$ cat src/rtl/credit_vc_out_port_if.sv
// Bundle of the per-output-port signals of credit_vc_out_port.
//
// Handshake: a flit (in_flit[i][v]) is offered while in_req[i][v] is high and
// is consumed in the same cycle in which in_gnt[i][v] is high; the upstream
// queue pops on in_gnt and must not depend on in_gnt to drive in_req.
// Downstream, out_v is a one-cycle valid pulse with no back-pressure; flow
// control is purely by credits returned on out_credit_gnt.
interface credit_vc_out_port_if #(
   parameter int NUM_IN = 3,
   parameter int VC_W   = 2,
   parameter int FW     = 25
);
   logic [NUM_IN-1:0][VC_W-1:0][FW-1:0] in_flit;
   logic [NUM_IN-1:0][VC_W-1:0]         in_req;
   logic [NUM_IN-1:0][VC_W-1:0]         in_gnt;
   logic [FW-1:0]                       out_flit;
   logic [VC_W-1:0]                     out_v;
   logic [VC_W-1:0]                     out_credit_gnt;
   logic [VC_W-1:0]                     credit_avail;

   // Upstream/downstream environment side
   modport master (
      output in_flit, in_req, out_credit_gnt,
      input  in_gnt, out_flit, out_v, credit_avail
   );

   // Output-port engine side
   modport slave (
      input  in_flit, in_req, out_credit_gnt,
      output in_gnt, out_flit, out_v, credit_avail
   );
endinterface

$ cat src/rtl/credit_vc_out_port.sv
// credit_vc_out_port: one output direction of the credit-based pi-tree switch.
// Arbitrates NUM_IN inputs x VC_W virtual channels, gates each VC on its
// downstream credit count, and launches at most one flit per cycle through a
// registered output stage.
// Optional feature: define CREDIT_VC_OUT_PORT_STATS_EN to add per-VC
// flit_cnt / stall_cnt statistics ports.
module credit_vc_out_port #(
   parameter int NUM_IN        = 3,
   parameter int VC_W          = 2,
   parameter int A_W           = 8,
   parameter int D_W           = 16,
   parameter int VC_FIFO_DEPTH = 4,
   parameter int FAIR_VC_ARB   = 0,
   localparam int FW           = A_W + D_W + 1
) (
   input  logic clk,
   input  logic rst,
   credit_vc_out_port_if.slave bus
`ifdef CREDIT_VC_OUT_PORT_STATS_EN
   ,
   output logic [VC_W-1:0][31:0] flit_cnt,
   output logic [VC_W-1:0][31:0] stall_cnt
`endif
);

   localparam int CMAX = VC_FIFO_DEPTH - 1;
   localparam int CW   = $clog2(CMAX + 1);
   localparam int VPW  = (VC_W > 1) ? $clog2(VC_W) : 1;
   localparam int IPW  = (NUM_IN > 1) ? $clog2(NUM_IN) : 1;
   localparam logic [CW-1:0] CMAX_C = CW'(CMAX);

   // Architectural state
   logic [VC_W-1:0][CW-1:0]   credit;
   logic [VPW-1:0]            vc_ptr;
   logic [VC_W-1:0][IPW-1:0]  in_ptr;

   // Arbitration results
   logic [VC_W-1:0]           vc_req;
   logic [VC_W-1:0]           vc_elig;
   logic                      vc_found;
   logic [VPW-1:0]            win_vc;
   logic [VC_W-1:0]           win_vc_oh;
   logic [NUM_IN-1:0]         sel_req;
   logic [IPW-1:0]            sel_ptr;
   logic                      in_found;
   logic [IPW-1:0]            win_in;
   logic [NUM_IN-1:0]         win_in_oh;
   logic                      grant;
   logic [NUM_IN-1:0][VC_W-1:0] gnt;
   logic [VC_W-1:0]           dec_vc;
   logic [FW-1:0]             sel_flit;

   // Per-VC request summary and eligibility (registered credit only, so a
   // credit returned this cycle cannot feed through to in_gnt).
   always_comb begin
      vc_req  = '0;
      vc_elig = '0;
      for (int v = 0; v < VC_W; v++) begin
         for (int i = 0; i < NUM_IN; i++) begin
            vc_req[v] = vc_req[v] | bus.in_req[i][v];
         end
         vc_elig[v] = vc_req[v] && (credit[v] != '0);
      end
   end

   // VC selection: search from vc_ptr (fair) or from VC 0 (static priority),
   // done as two ordered passes so no modulo index is needed.
   always_comb begin
      int start;
      start     = (FAIR_VC_ARB != 0) ? int'(vc_ptr) : 0;
      vc_found  = 1'b0;
      win_vc    = '0;
      win_vc_oh = '0;
      for (int c = 0; c < VC_W; c++) begin
         if (!vc_found && vc_elig[c] && (c >= start)) begin
            vc_found     = 1'b1;
            win_vc       = VPW'(c);
            win_vc_oh[c] = 1'b1;
         end
      end
      for (int c = 0; c < VC_W; c++) begin
         if (!vc_found && vc_elig[c] && (c < start)) begin
            vc_found     = 1'b1;
            win_vc       = VPW'(c);
            win_vc_oh[c] = 1'b1;
         end
      end
   end

   // Pick out the winning VC's request column and its input pointer.
   always_comb begin
      sel_req = '0;
      sel_ptr = '0;
      for (int v = 0; v < VC_W; v++) begin
         if (win_vc_oh[v]) begin
            sel_ptr = in_ptr[v];
            for (int i = 0; i < NUM_IN; i++) begin
               sel_req[i] = bus.in_req[i][v];
            end
         end
      end
   end

   // Input round-robin within the winning VC, starting at its pointer.
   always_comb begin
      in_found  = 1'b0;
      win_in    = '0;
      win_in_oh = '0;
      for (int i = 0; i < NUM_IN; i++) begin
         if (!in_found && sel_req[i] && (i >= int'(sel_ptr))) begin
            in_found     = 1'b1;
            win_in       = IPW'(i);
            win_in_oh[i] = 1'b1;
         end
      end
      for (int i = 0; i < NUM_IN; i++) begin
         if (!in_found && sel_req[i] && (i < int'(sel_ptr))) begin
            in_found     = 1'b1;
            win_in       = IPW'(i);
            win_in_oh[i] = 1'b1;
         end
      end
   end

   // Grant decode and flit mux. Grants are held off during reset so that no
   // upstream queue pops a flit that the reset would then discard.
   always_comb begin
      grant    = vc_found && in_found && !rst;
      gnt      = '0;
      sel_flit = '0;
      dec_vc   = grant ? win_vc_oh : '0;
      for (int i = 0; i < NUM_IN; i++) begin
         for (int v = 0; v < VC_W; v++) begin
            gnt[i][v] = grant && win_in_oh[i] && win_vc_oh[v];
            if (gnt[i][v]) begin
               sel_flit = bus.in_flit[i][v];
            end
         end
      end
      bus.in_gnt = gnt;
   end

   // Credit-available flags come straight from the registered counters.
   always_comb begin
      bus.credit_avail = '0;
      for (int v = 0; v < VC_W; v++) begin
         bus.credit_avail[v] = (credit[v] != '0);
      end
   end

   // Per-VC credit counters: grant takes one, credit return gives one back,
   // both together cancel; an excess return saturates at CMAX.
   always_ff @(posedge clk) begin
      if (rst) begin
         credit <= {VC_W{CMAX_C}};
      end else begin
         for (int v = 0; v < VC_W; v++) begin
            if (dec_vc[v] && !bus.out_credit_gnt[v]) begin
               credit[v] <= credit[v] - CW'(1);
            end else if (!dec_vc[v] && bus.out_credit_gnt[v] && (credit[v] != CMAX_C)) begin
               credit[v] <= credit[v] + CW'(1);
            end
         end
      end
   end

   // Round-robin pointers advance past the winner only on a grant.
   always_ff @(posedge clk) begin
      if (rst) begin
         vc_ptr <= '0;
         in_ptr <= '0;
      end else if (grant) begin
         vc_ptr <= (win_vc == VPW'(VC_W - 1)) ? '0 : win_vc + VPW'(1);
         for (int v = 0; v < VC_W; v++) begin
            if (win_vc_oh[v]) begin
               in_ptr[v] <= (win_in == IPW'(NUM_IN - 1)) ? '0 : win_in + IPW'(1);
            end
         end
      end
   end

   // Registered output stage; out_flit keeps its last value when idle.
   always_ff @(posedge clk) begin
      if (rst) begin
         bus.out_v    <= '0;
         bus.out_flit <= '0;
      end else begin
         bus.out_v <= dec_vc;
         if (grant) begin
            bus.out_flit <= sel_flit;
         end
      end
   end

`ifdef CREDIT_VC_OUT_PORT_STATS_EN
   // Per-VC launch and credit-stall counters, free-running and wrapping.
   always_ff @(posedge clk) begin
      if (rst) begin
         flit_cnt  <= '0;
         stall_cnt <= '0;
      end else begin
         for (int v = 0; v < VC_W; v++) begin
            if (dec_vc[v]) begin
               flit_cnt[v] <= flit_cnt[v] + 32'd1;
            end
            if (vc_req[v] && (credit[v] == '0)) begin
               stall_cnt[v] <= stall_cnt[v] + 32'd1;
            end
         end
      end
   end
`endif

`ifdef SIMULATION
   // A credit returned while the counter is already full means downstream
   // returned more credits than it was sent flits.
   for (genvar v = 0; v < VC_W; v++) begin : g_credit_ovf
      a_credit_ovf : assert property (@(posedge clk) disable iff (rst)
         !(bus.out_credit_gnt[v] && !dec_vc[v] && (credit[v] == CMAX_C)));
   end
`endif

endmodule

$ cat src/flat_wrapper.sv
// flat-port wrapper written by rule: the top's interface ports become plain ports
module credit_vc_out_port_flat 
#(
   parameter int NUM_IN        = 3,
   parameter int VC_W          = 2,
   parameter int A_W           = 8,
   parameter int D_W           = 16,
   parameter int VC_FIFO_DEPTH = 4,
   parameter int FAIR_VC_ARB   = 0,
   localparam int FW           = A_W + D_W + 1
)
  (clk, rst, bus_in_flit, bus_in_req, bus_out_credit_gnt, bus_in_gnt, bus_out_flit, bus_out_v, bus_credit_avail);
  credit_vc_out_port_if #(.NUM_IN(NUM_IN), .VC_W(VC_W), .FW((A_W + D_W + 1))) bus_i ();
  input  logic clk;
  input  logic rst;
  input wire logic [$bits(bus_i.in_flit)-1:0] bus_in_flit;
  input wire logic [$bits(bus_i.in_req)-1:0] bus_in_req;
  input wire logic [$bits(bus_i.out_credit_gnt)-1:0] bus_out_credit_gnt;
  output wire logic [$bits(bus_i.in_gnt)-1:0] bus_in_gnt;
  output wire logic [$bits(bus_i.out_flit)-1:0] bus_out_flit;
  output wire logic [$bits(bus_i.out_v)-1:0] bus_out_v;
  output wire logic [$bits(bus_i.credit_avail)-1:0] bus_credit_avail;
  assign bus_i.in_flit = bus_in_flit;
  assign bus_i.in_req = bus_in_req;
  assign bus_i.out_credit_gnt = bus_out_credit_gnt;
  assign bus_in_gnt = bus_i.in_gnt;
  assign bus_out_flit = bus_i.out_flit;
  assign bus_out_v = bus_i.out_v;
  assign bus_credit_avail = bus_i.credit_avail;
  credit_vc_out_port #(.NUM_IN(NUM_IN), .VC_W(VC_W), .A_W(A_W), .D_W(D_W), .VC_FIFO_DEPTH(VC_FIFO_DEPTH), .FAIR_VC_ARB(FAIR_VC_ARB)) u_core (.clk(clk), .rst(rst), .bus(bus_i));
endmodule
$ cat config.mk
export PLATFORM = sky130hd
export DESIGN_NAME = credit_vc_out_port_flat
export DESIGN_NICKNAME = d
export VERILOG_FILES = /design/src/rtl/credit_vc_out_port_if.sv /design/src/rtl/credit_vc_out_port.sv /design/src/flat_wrapper.sv
export SDC_FILE = /design/constraint.sdc
export NUM_CORES = 1
export LEC_CHECK = 0
export BUFFER_PORTS_ARGS = -buffer_cell sky130_fd_sc_hd__buf_4
export CORE_MARGIN = 1
export CORE_UTILIZATION = 40
export DETAILED_ROUTE_END_ITERATION = 8
export PLACE_DENSITY = 0.88
export REMOVE_ABC_BUFFERS = 1
export SETUP_SLACK_MARGIN = 0.1
export SLEW_MARGIN = 10
export SYNTH_ARGS = -nofsm -noshare
export SYNTH_HDL_FRONTEND = slang
export SYNTH_SLANG_ARGS = --single-unit
export TNS_END_PERCENT = 100
$ cat constraint.sdc
create_clock -name clk -period 5.8 [get_ports clk]
set_clock_uncertainty 0.1 [all_clocks]
set_input_delay 1.16 -clock clk [delete_from_list [all_inputs] [get_ports clk]]
set_output_delay 1.16 -clock clk [all_outputs]
set_load 0.01 [all_outputs]
==> results of run 1 <==
-- kinds of logic (layout without fill, tap and decap cells) --
kind of cell,Yosys count,in the layout
AO/OA/AOI/OAI,170,170
buffers and inverters,43,216
AND/OR/NAND/NOR,128,128
flip-flops,35,35
-- power breakdown --
group	switching (mW)	internal [mW]
logic	0.162	0.166
registers	0.0195	0.263
clock network	0.0945	0.139
total	0.276	0.568
-- flip-flops by register name, indices dropped and copies added, names as in the netlist --
name                 cells
u_core.bus.out_flit     25
u_core.credit            4
u_core.in_ptr            4
u_core.bus.out_v         2
-- through the flow --
stage	power [mW]	instances	utilization (%)	area (µm²)
floorplan	0.440	341	-	2660
finish	0.844	645	64.3	4390
global route	0.888	645	64.3	4390
global placement	0.602	637	62.6	4280
CTS	0.845	645	64.3	4390
detailed placement	0.612	637	62.6	4280
-- cell type report --
cell class	count	area, µm²	share of cell area (%)
Multi-Input combinational cell	298	1920	43.8
Sequential cell	35	701	15.9
Inverter	8	30.0	0.683
Timing Repair Buffer	200	1500	34.2
Clock inverter	2	35.0	0.797
Tap cell	96	120	2.73
Clock buffer	6	82.6	1.88
-- layer usage --
metal,vias up,track usage [%]
li1,1776,-
met1,1773,34.5
met2,274,53.5
met3,28,4.86
met4,0,13.0
met5,-,0
-- worst paths after layout --
kind | startpoint | to | slack (ns) | cells after the start
setup / recovery | bus_in_req[0] | bus_in_gnt[5] | 0.89 | 8
setup reg to reg | u_core.credit[1]$_SDFFE_PP1P_ | u_core.bus.out_flit[22]$_SDFFE_PP0N_ | 2.60 | 7
hold reg to reg | u_core.bus.out_flit[24]$_SDFFE_PP0N_ | u_core.bus.out_flit[24]$_SDFFE_PP0N_ | 0.42 | 2
hold / removal | u_core.bus.out_flit[24]$_SDFFE_PP0N_ | u_core.bus.out_flit[24]$_SDFFE_PP0N_ | 0.42 | 2
-- critical path: cells and delay by family --
| family | cells | cell delay (ns) |
|---|---|---|
| AO/OA/AOI/OAI | 3 | 1.38 |
| buffers and inverters | 3 | 0.46 |
| AND/OR/NAND/NOR | 2 | 0.64 |
-- cells in the mapped netlist, types with 2 or more instances --
library cell	n	area (µm²)
nand2_1	34	128
nand3_1	21	105
buf_6	6	67.6
a221oi_2	13	195
a221oi_1	5	43.8
or2_2	3	18.8
a31oi_1	6	37.5
a211o_1	6	52.6
nand2b_1	6	37.5
o21bai_1	2	15.0
a22o_1	18	158
inv_1	8	30.0
nand2_2	2	12.5
buf_1	2	7.51
dfxtp_1	35	701
nor2_1	33	124
o21ai_0	17	85.1
a22oi_1	25	188
or3_1	3	18.8
buf_2	11	55.1
a211oi_1	2	15.0
a31o_2	2	17.5
o22ai_1	24	150
a21oi_1	36	180
clkbuf_1	15	56.3
nor2b_1	19	119
a32oi_1	3	26.3
==> flow_summary.yaml, run 1 <==
run_status:
  status: "finished, final reports clean"
setup_path:
  crit_path_start_kind: "primary input"
  end_kind: "output port"
  max_stage_delay_ns: 0.65
  critical_path_arrival_ns: 3.65
  worstPathMaxFanout: 19
  path_class: "in -> out"
  path_cells: "buf_4, o32ai_2, a32oi_1, nand2b_1, a31oi_4, nand2_2, inv_1, buf_4"
  crit_path_top_delay_cell: "o32ai_2"
  critPathMostFrequentCell: "buf_4"
  cp.required_ns: 4.54
clocking:
  cts_setup_buffers: 0
  clockBufferDepth: 2
  cts.htree.levels: 2
  cts_hold_buf: 0
  insertion_delay_ns: 0.29
  root_buffer: "clkbuf_8"
  cts_resized: 0
  clock-sinks: 35
  cts_tree: "done"
  cts_made_buffers: 5
  clk_pin_slew_worst_paths_ns: 0.08
timing:
  worstMarginPinSlew_ns: 1.22
  slew_headroom_pct: 18.9
  setup_viol: 0
  hold_ws_ns: 0.417
  timing.fmax_mhz: 204
  period_share_pct: 84.7
  layout_min_cycle_time_ns: 4.91
  setup_tns_ns: 0
  rsz0062_at_grt: "no"
  hold_viol: 0
  fin_ws_ns: 0.888
  drv_slew: 0
logic_synthesis:
  synth-compound-area-share_pct: 45.8
  avgSynthCellArea_um2: 7.58
  synth_edf_count: 0
  synth-adder-area-share_pct: 0
  synth_ff_type: "dfxtp_1"
  ys_seq_area_share_pct: 24.6
  synth_area_um2: 2850
  yosys_register_bits: 35
  synth_cells: 376
  synthSimpleGateAreaFrac_pct: 21.7
  synth_mux_area_share_pct: 0
  yosys.area_share.xor_xnor_pct: 0
  synthArstFlopShare_pct: 0
  synth_cell_types: 46
  synth_top_family_by_area: "compound AO/OA/AOI/OAI gates"
  ys_warn_count: 0
cells_and_area:
  area_growth_pct: 54.2
  fin_nets: 708
  final_common_cell: "buf_4"
  fillers: 637
  drive_gt1_share_pct: 43.2
  antenna_cells: 0
  final_cell_mix: "200 x buf_4, 36 x a21oi_1, 35 x dfxtp_1"
drt:
  top_layer: "met4"
  totalWireLength_um: 11200
  wl_met2_um: 5550
  routedWlPerCell_um: 17.4
  met1_length_um: 4230
  drt_first_pass_iters: 5
  dr.first_iter.drc_count: 218
  route.met3.wl_um: 1100
  via_per_inst: 5.97
  drc: 0
  detail-route-antenna-nets: 0
  vias: 3851
global_routing:
  grt.overflow.total: 0
  grt_usage_pct: 29.7
  grt_start_max_net_pins: 36
  grt_pass1_wl_um: 17400
  antenna_found_initial: 0
  grt_pass1_vias: 3760
place:
  post-dp-hpwl_um: 8210
  routabilityCongestion: 0.951
  io_buffers: 194
  place_ws_ns: 0.906
pwr:
  powerDensity_nw_per_um2: 192
  p_leak_nw: 1.91
  ir_worst_vdd_uv: 84.1
die:
  coreArea_um2: 6830
  dieArea_um2: 7460
  ios: 195
  initial_core_util_pct: 41.7
  rows: 30
  die_y_um: 86.4
  die-width_um: 86.4
run:
  cap_violations: 0
hold_path:
  hp-class: "reg -> reg"
Power figures use the tool's default switching activity.
==> run 2, diff against run 1 <==
ABC_AREA = 1   (was unset)
PLACE_DENSITY = 0.87   (was 0.88)
clock period = 4.9 ns   (was 5.8 ns; I/O delays follow)
==> flow_summary.yaml, run 2 <==
setup_path:
  r2r-start: "u_core.credit[0]$_SDFFE_PP1P_"
  critical_path_arrival_ns: 2.80
  max_stage_delay_ns: 0.44
  end_kind: "output port"
  cp-startpoint: "bus_in_req[2]"
  crit_path_start_kind: "primary input"
  path_cells: "buf_4, nor2_1, nand2_1, nand2_8, nand2_2, o21ai_1, nand3_2, nand2_4, inv_4, nor2_8, buf_4"
  worstPathMaxFanout: 27
  critPathMostFrequentCell: "buf_4"
  path_class: "in -> out"
  path_buf_inv: 3
  path_delay_family: "simple AND/OR/NAND/NOR gates"
  crit_path_top_delay_cell: "nor2_8"
  cp.required_ns: 3.82
cells_and_area:
  final_util_pct: 61.3
  antenna_cells: 0
  stdcell_count: 754
  final_cell_mix: "198 x buf_4, 111 x nor2_1, 109 x nand3_1"
  design_area_um2: 4450
  fin_nets: 816
  largest_reg_flops: 25
  largest-register: "u_core.bus.out_flit"
  reg_top3: "u_core.bus.out_flit x25, u_core.credit x4, u_core.in_ptr x4"
  final_common_cell: "buf_4"
  seqCellArea_um2: 701
  drive_gt1_share_pct: 37.4
  fillers: 686
  multi_input_area_um2: 1910
  area_growth_pct: 48.8
global_routing:
  grt_pass1_wl_um: 15600
  antenna_found_initial: 0
  grt_usage_pct: 25.4
  grt_start_max_net_pins: 51
  grt.overflow.total: 0
  grt_pass1_vias: 3425
logic_synthesis:
  synthTopCellsByCount: "111 x nor2_1, 109 x nand3_1, 51 x nand2_1"
  synth_cell_types: 30
  synth.top_cell.area_share_pct: 23.5
  synth_edf_count: 0
  ys_seq_area_share_pct: 23.5
  synth.area.top_cells: "dfxtp_1 23%, nand3_1 18%, nor2_1 14%, nand2_1 6.4%, a21boi_0 6.3%"
  yosysMostFrequentCell: "nor2_1"
  synth_cells: 485
  synthArstFlopShare_pct: 0
  synth_area_um2: 2990
  synth_ff_type: "dfxtp_1"
  yosysTopAreaCell: "dfxtp_1"
  avgSynthCellArea_um2: 6.16
  ys_warn_count: 0
  yosys_register_bits: 35
hold_path:
  min_from: "u_core.in_ptr[1]$_SDFFE_PP0P_"
  hp-class: "reg -> reg"
place:
  place_ws_ns: 1.02
  post-dp-hpwl_um: 7350
  io_buffers: 194
  placedCellCount: 748
  place_area_um2: 4370
  routabilityCongestion: 0.852
timing:
  layout_min_cycle_time_ns: 3.88
  timing.fmax_mhz: 258
  drv_slew: 0
  hold_viol: 0
  hold_ws_ns: 0.376
  period_share_pct: 79.2
  setup_tns_ns: 0
  setup_viol: 0
  slew_headroom_pct: 42.0
  fin_ws_ns: 1.02
  rsz0062_at_grt: "no"
  worstMarginPinSlew_ns: 0.865
clocking:
  cts_tree: "done"
  clockBufferDepth: 2
  cts_made_buffers: 5
  root_buffer: "clkbuf_8"
  insertion_delay_ns: 0.27
  clk_pin_slew_worst_paths_ns: 0.06
  cts_resized: 0
  clock-sinks: 35
  cts_hold_buf: 0
  cts_setup_buffers: 0
  cts.htree.levels: 2
drt:
  totalWireLength_um: 10200
  dr.first_iter.drc_count: 159
  routedWlPerCell_um: 13.5
  vias: 3810
  via_per_inst: 5.05
  drt_first_pass_iters: 6
  detail-route-antenna-nets: 0
  drc: 0
die:
  die_y_um: 88.4
  ios: 195
  coreArea_um2: 7250
  dieArea_um2: 7820
  die-width_um: 88.4
  initial_core_util_pct: 41.2
  rows: 31
run_status:
  status: "finished, final reports clean"
pwr:
  powerDensity_nw_per_um2: 215
  ir_worst_vdd_uv: 104
  p_leak_nw: 2.27
  power_mw: 0.956
run:
  cap_violations: 0
==> run 2: final timing paths <==
kind	slack [ns]	end	cells after the start
worst max-delay path	1.02	bus_in_gnt[3]	11
worst min-delay path	0.38	u_core.in_ptr[1]$_SDFFE_PP0P_	2
worst max register to register	1.69	u_core.bus.out_flit[16]$_SDFFE_PP0N_	11
worst min register to register	0.38	u_core.in_ptr[1]$_SDFFE_PP0P_	2
==> run 2: cell type report <==
cell class                      count  area share [%]
Sequential cell                    35            15.8
Clock buffer                        6            1.63
Multi-Input combinational cell    377            43.1
Timing Repair Buffer              198            33.4
Inverter                           39            3.35
Tap cell                           99            2.79
==> run 2: tightest hold or removal path, stage by stage (launching register included) <==
cell and delay [ns]:
dfxtp_1 0.31, nand2_1 0.06, a21oi_1 0.06
==> run 2: power breakdown <==
| group | internal (mW) | total [mW] | switching, mW |
|---|---|---|---|
| combinational | 0.201 | 0.430 | 0.230 |
| clock | 0.0947 | 0.189 | 0.0943 |
| sequential | 0.319 | 0.337 | 0.0178 |
| total | 0.615 | 0.956 | 0.342 |
==> run 2: logic make-up after synthesis <==
logic type,Yosys count,share of synthesized area [%]
buffers and inverters,73,12.7
DFF,35,23.5
AOI/OAI and AO/OA,40,9.59
and+or+nand+nor,337,54.2
==> run 2: metal layers <==
layer	share of wire, %	vias to the layer above	track usage, %
li1	-	1938	-
met1	41	1689	29.7
met4	2.1	0	8.50
met2	50	164	46.6
met5	0	-	0
met3	7.4	19	4.66
==> run 3, diff against run 2 <==
clock period = 4.05 ns   (was 4.9 ns; I/O delays follow)
==> flow_summary.yaml, run 3 (synthesized netlist as in run 2, its figures left out) <==
run_status:
  status: "finished, final reports clean"
cells_and_area:
  final_cell_mix: "200 x buf_4, 111 x nor2_1, 109 x nand3_1"
  antenna_cells: 0
  largest-register: "u_core.bus.out_flit"
  design_area_um2: 4490
  final_common_cell: "buf_4"
  reg_top3: "u_core.bus.out_flit x25, u_core.credit x4, u_core.in_ptr x4"
  drive_gt1_share_pct: 37.8
  largest_reg_flops: 25
  fin_nets: 818
  area_growth_pct: 50.3
drt:
  top_layer: "met4"
  wl_met2_um: 5120
  totalWireLength_um: 10100
  route.met3.wl_um: 721
  via_per_inst: 5.13
  routedWlPerCell_um: 13.3
  drc: 0
  met1_length_um: 3990
  vias: 3890
  drt_first_pass_iters: 4
  detail-route-antenna-nets: 0
  dr.first_iter.drc_count: 163
setup_path:
  critical_path_arrival_ns: 2.54
  regToRegSetupSlack_ns: 1.36
  path_class: "in -> out"
  cp.required_ns: 3.14
  worstPathMaxFanout: 9
  end_kind: "output port"
  r2r_cells: 14
  crit_path_start_kind: "primary input"
die:
  dieArea_um2: 7820
  ios: 195
  initial_core_util_pct: 41.2
  die_y_um: 88.4
  coreArea_um2: 7250
  rows: 31
  die-width_um: 88.4
timing:
  drv_slew: 0
  worstMarginPinSlew_ns: 0.601
  setup_tns_ns: 0
  setup_viol: 0
  layout_min_cycle_time_ns: 3.45
  period_share_pct: 85.3
  rsz0062_at_grt: "no"
  fin_ws_ns: 0.597
  hold_viol: 0
  timing.fmax_mhz: 290
  slew_headroom_pct: 59.8
clocking:
  clock-sinks: 35
  clockBufferDepth: 2
  cts_tree: "done"
  cts.htree.levels: 2
  cts_hold_buf: 0
  clk_pin_slew_worst_paths_ns: 0.07
  root_buffer: "clkbuf_8"
  cts_made_buffers: 5
  cts_setup_buffers: 0
  insertion_delay_ns: 0.28
  cts_resized: 0
hold_path:
  min_path_cells: 2
  hp-class: "reg -> reg"
global_routing:
  grt_usage_pct: 25.8
  grt.overflow.total: 0
  grt_start_max_net_pins: 51
  grt_pass1_vias: 3576
  antenna_found_initial: 0
  grt_pass1_wl_um: 15700
pwr:
  powerDensity_nw_per_um2: 269
  ir_worst_vdd_uv: 128
  p_leak_nw: 2.30
place:
  place_ws_ns: 0.655
  routabilityCongestion: 0.808
  place_area_um2: 4390
  post-dp-hpwl_um: 7410
  io_buffers: 194
run:
  cap_violations: 0
## run 3: cell types whose count changed in the layout (fill, tap and decap cells not counted)
cell	before	now
buf_4	198	200
clkbuf_8	5	7
## run 3: path summary, 6_finish.rpt
check,from,to
worst max-delay path,bus_in_req[2],bus_in_gnt[1]
worst max register to register,u_core.credit[0]$_SDFFE_PP1P_,u_core.bus.out_flit[4]$_SDFFE_PP0N_
worst min register to register,u_core.in_ptr[1]$_SDFFE_PP0P_,u_core.in_ptr[1]$_SDFFE_PP0P_
worst min-delay path,u_core.in_ptr[1]$_SDFFE_PP0P_,u_core.in_ptr[1]$_SDFFE_PP0P_
## run 3: worst max-delay path: stages
cell     delay (ns)
buf_4          0.11
nor2_1         0.10
nand2_1        0.13
nand2_8        0.12
nand2_2        0.10
nand2_1        0.10
nand2_1        0.08
nor2_2         0.17
nor2_2         0.08
nand3_2        0.09
nand2_4        0.07
inv_4          0.08
nand3_1        0.13
nor2_1         0.19
buf_4          0.16
## run 3: metrics by stage
| step | total power, mW | std cells | hold WS [ns] | utilization [%] |
|---|---|---|---|---|
| after floorplan | 0.676 | 451 | 0.339 | - |
| after global placement | 0.917 | 750 | 0.359 | 60.5 |
| after detailed placement | 0.936 | 750 | 0.365 | 60.5 |
| after CTS | 1.22 | 758 | 0.394 | 61.9 |
| after global routing | 1.29 | 758 | 0.417 | 61.9 |
| final | 1.21 | 758 | 0.393 | 61.9 |
## run 3: layout make-up
class / instances / area (µm²)
multi-input cells: 377 / 1910
flip-flops and latches: 35 / 701
well taps: 99 / 124
inverters: 39 / 149
clock buffers: 8 / 100
fillers: 682 / 2760
repair buffers: 200 / 1500
## run 3: layer usage
layer,global-route usage [%],up-vias
li1,-,1944
met1,27.7,1746
met2,48.5,173
met3,5.88,27
met4,10.4,0
met5,0,-
## run 3: report_power, final
| part | leakage [nW] | switching, mW | internal, mW |
|---|---|---|---|
| Clock | 0.0515 | 0.123 | 0.155 |
| Sequential | 0.288 | 0.0212 | 0.386 |
| Combinational | 1.96 | 0.280 | 0.244 |
| Total | 2.30 | 0.424 | 0.785 |
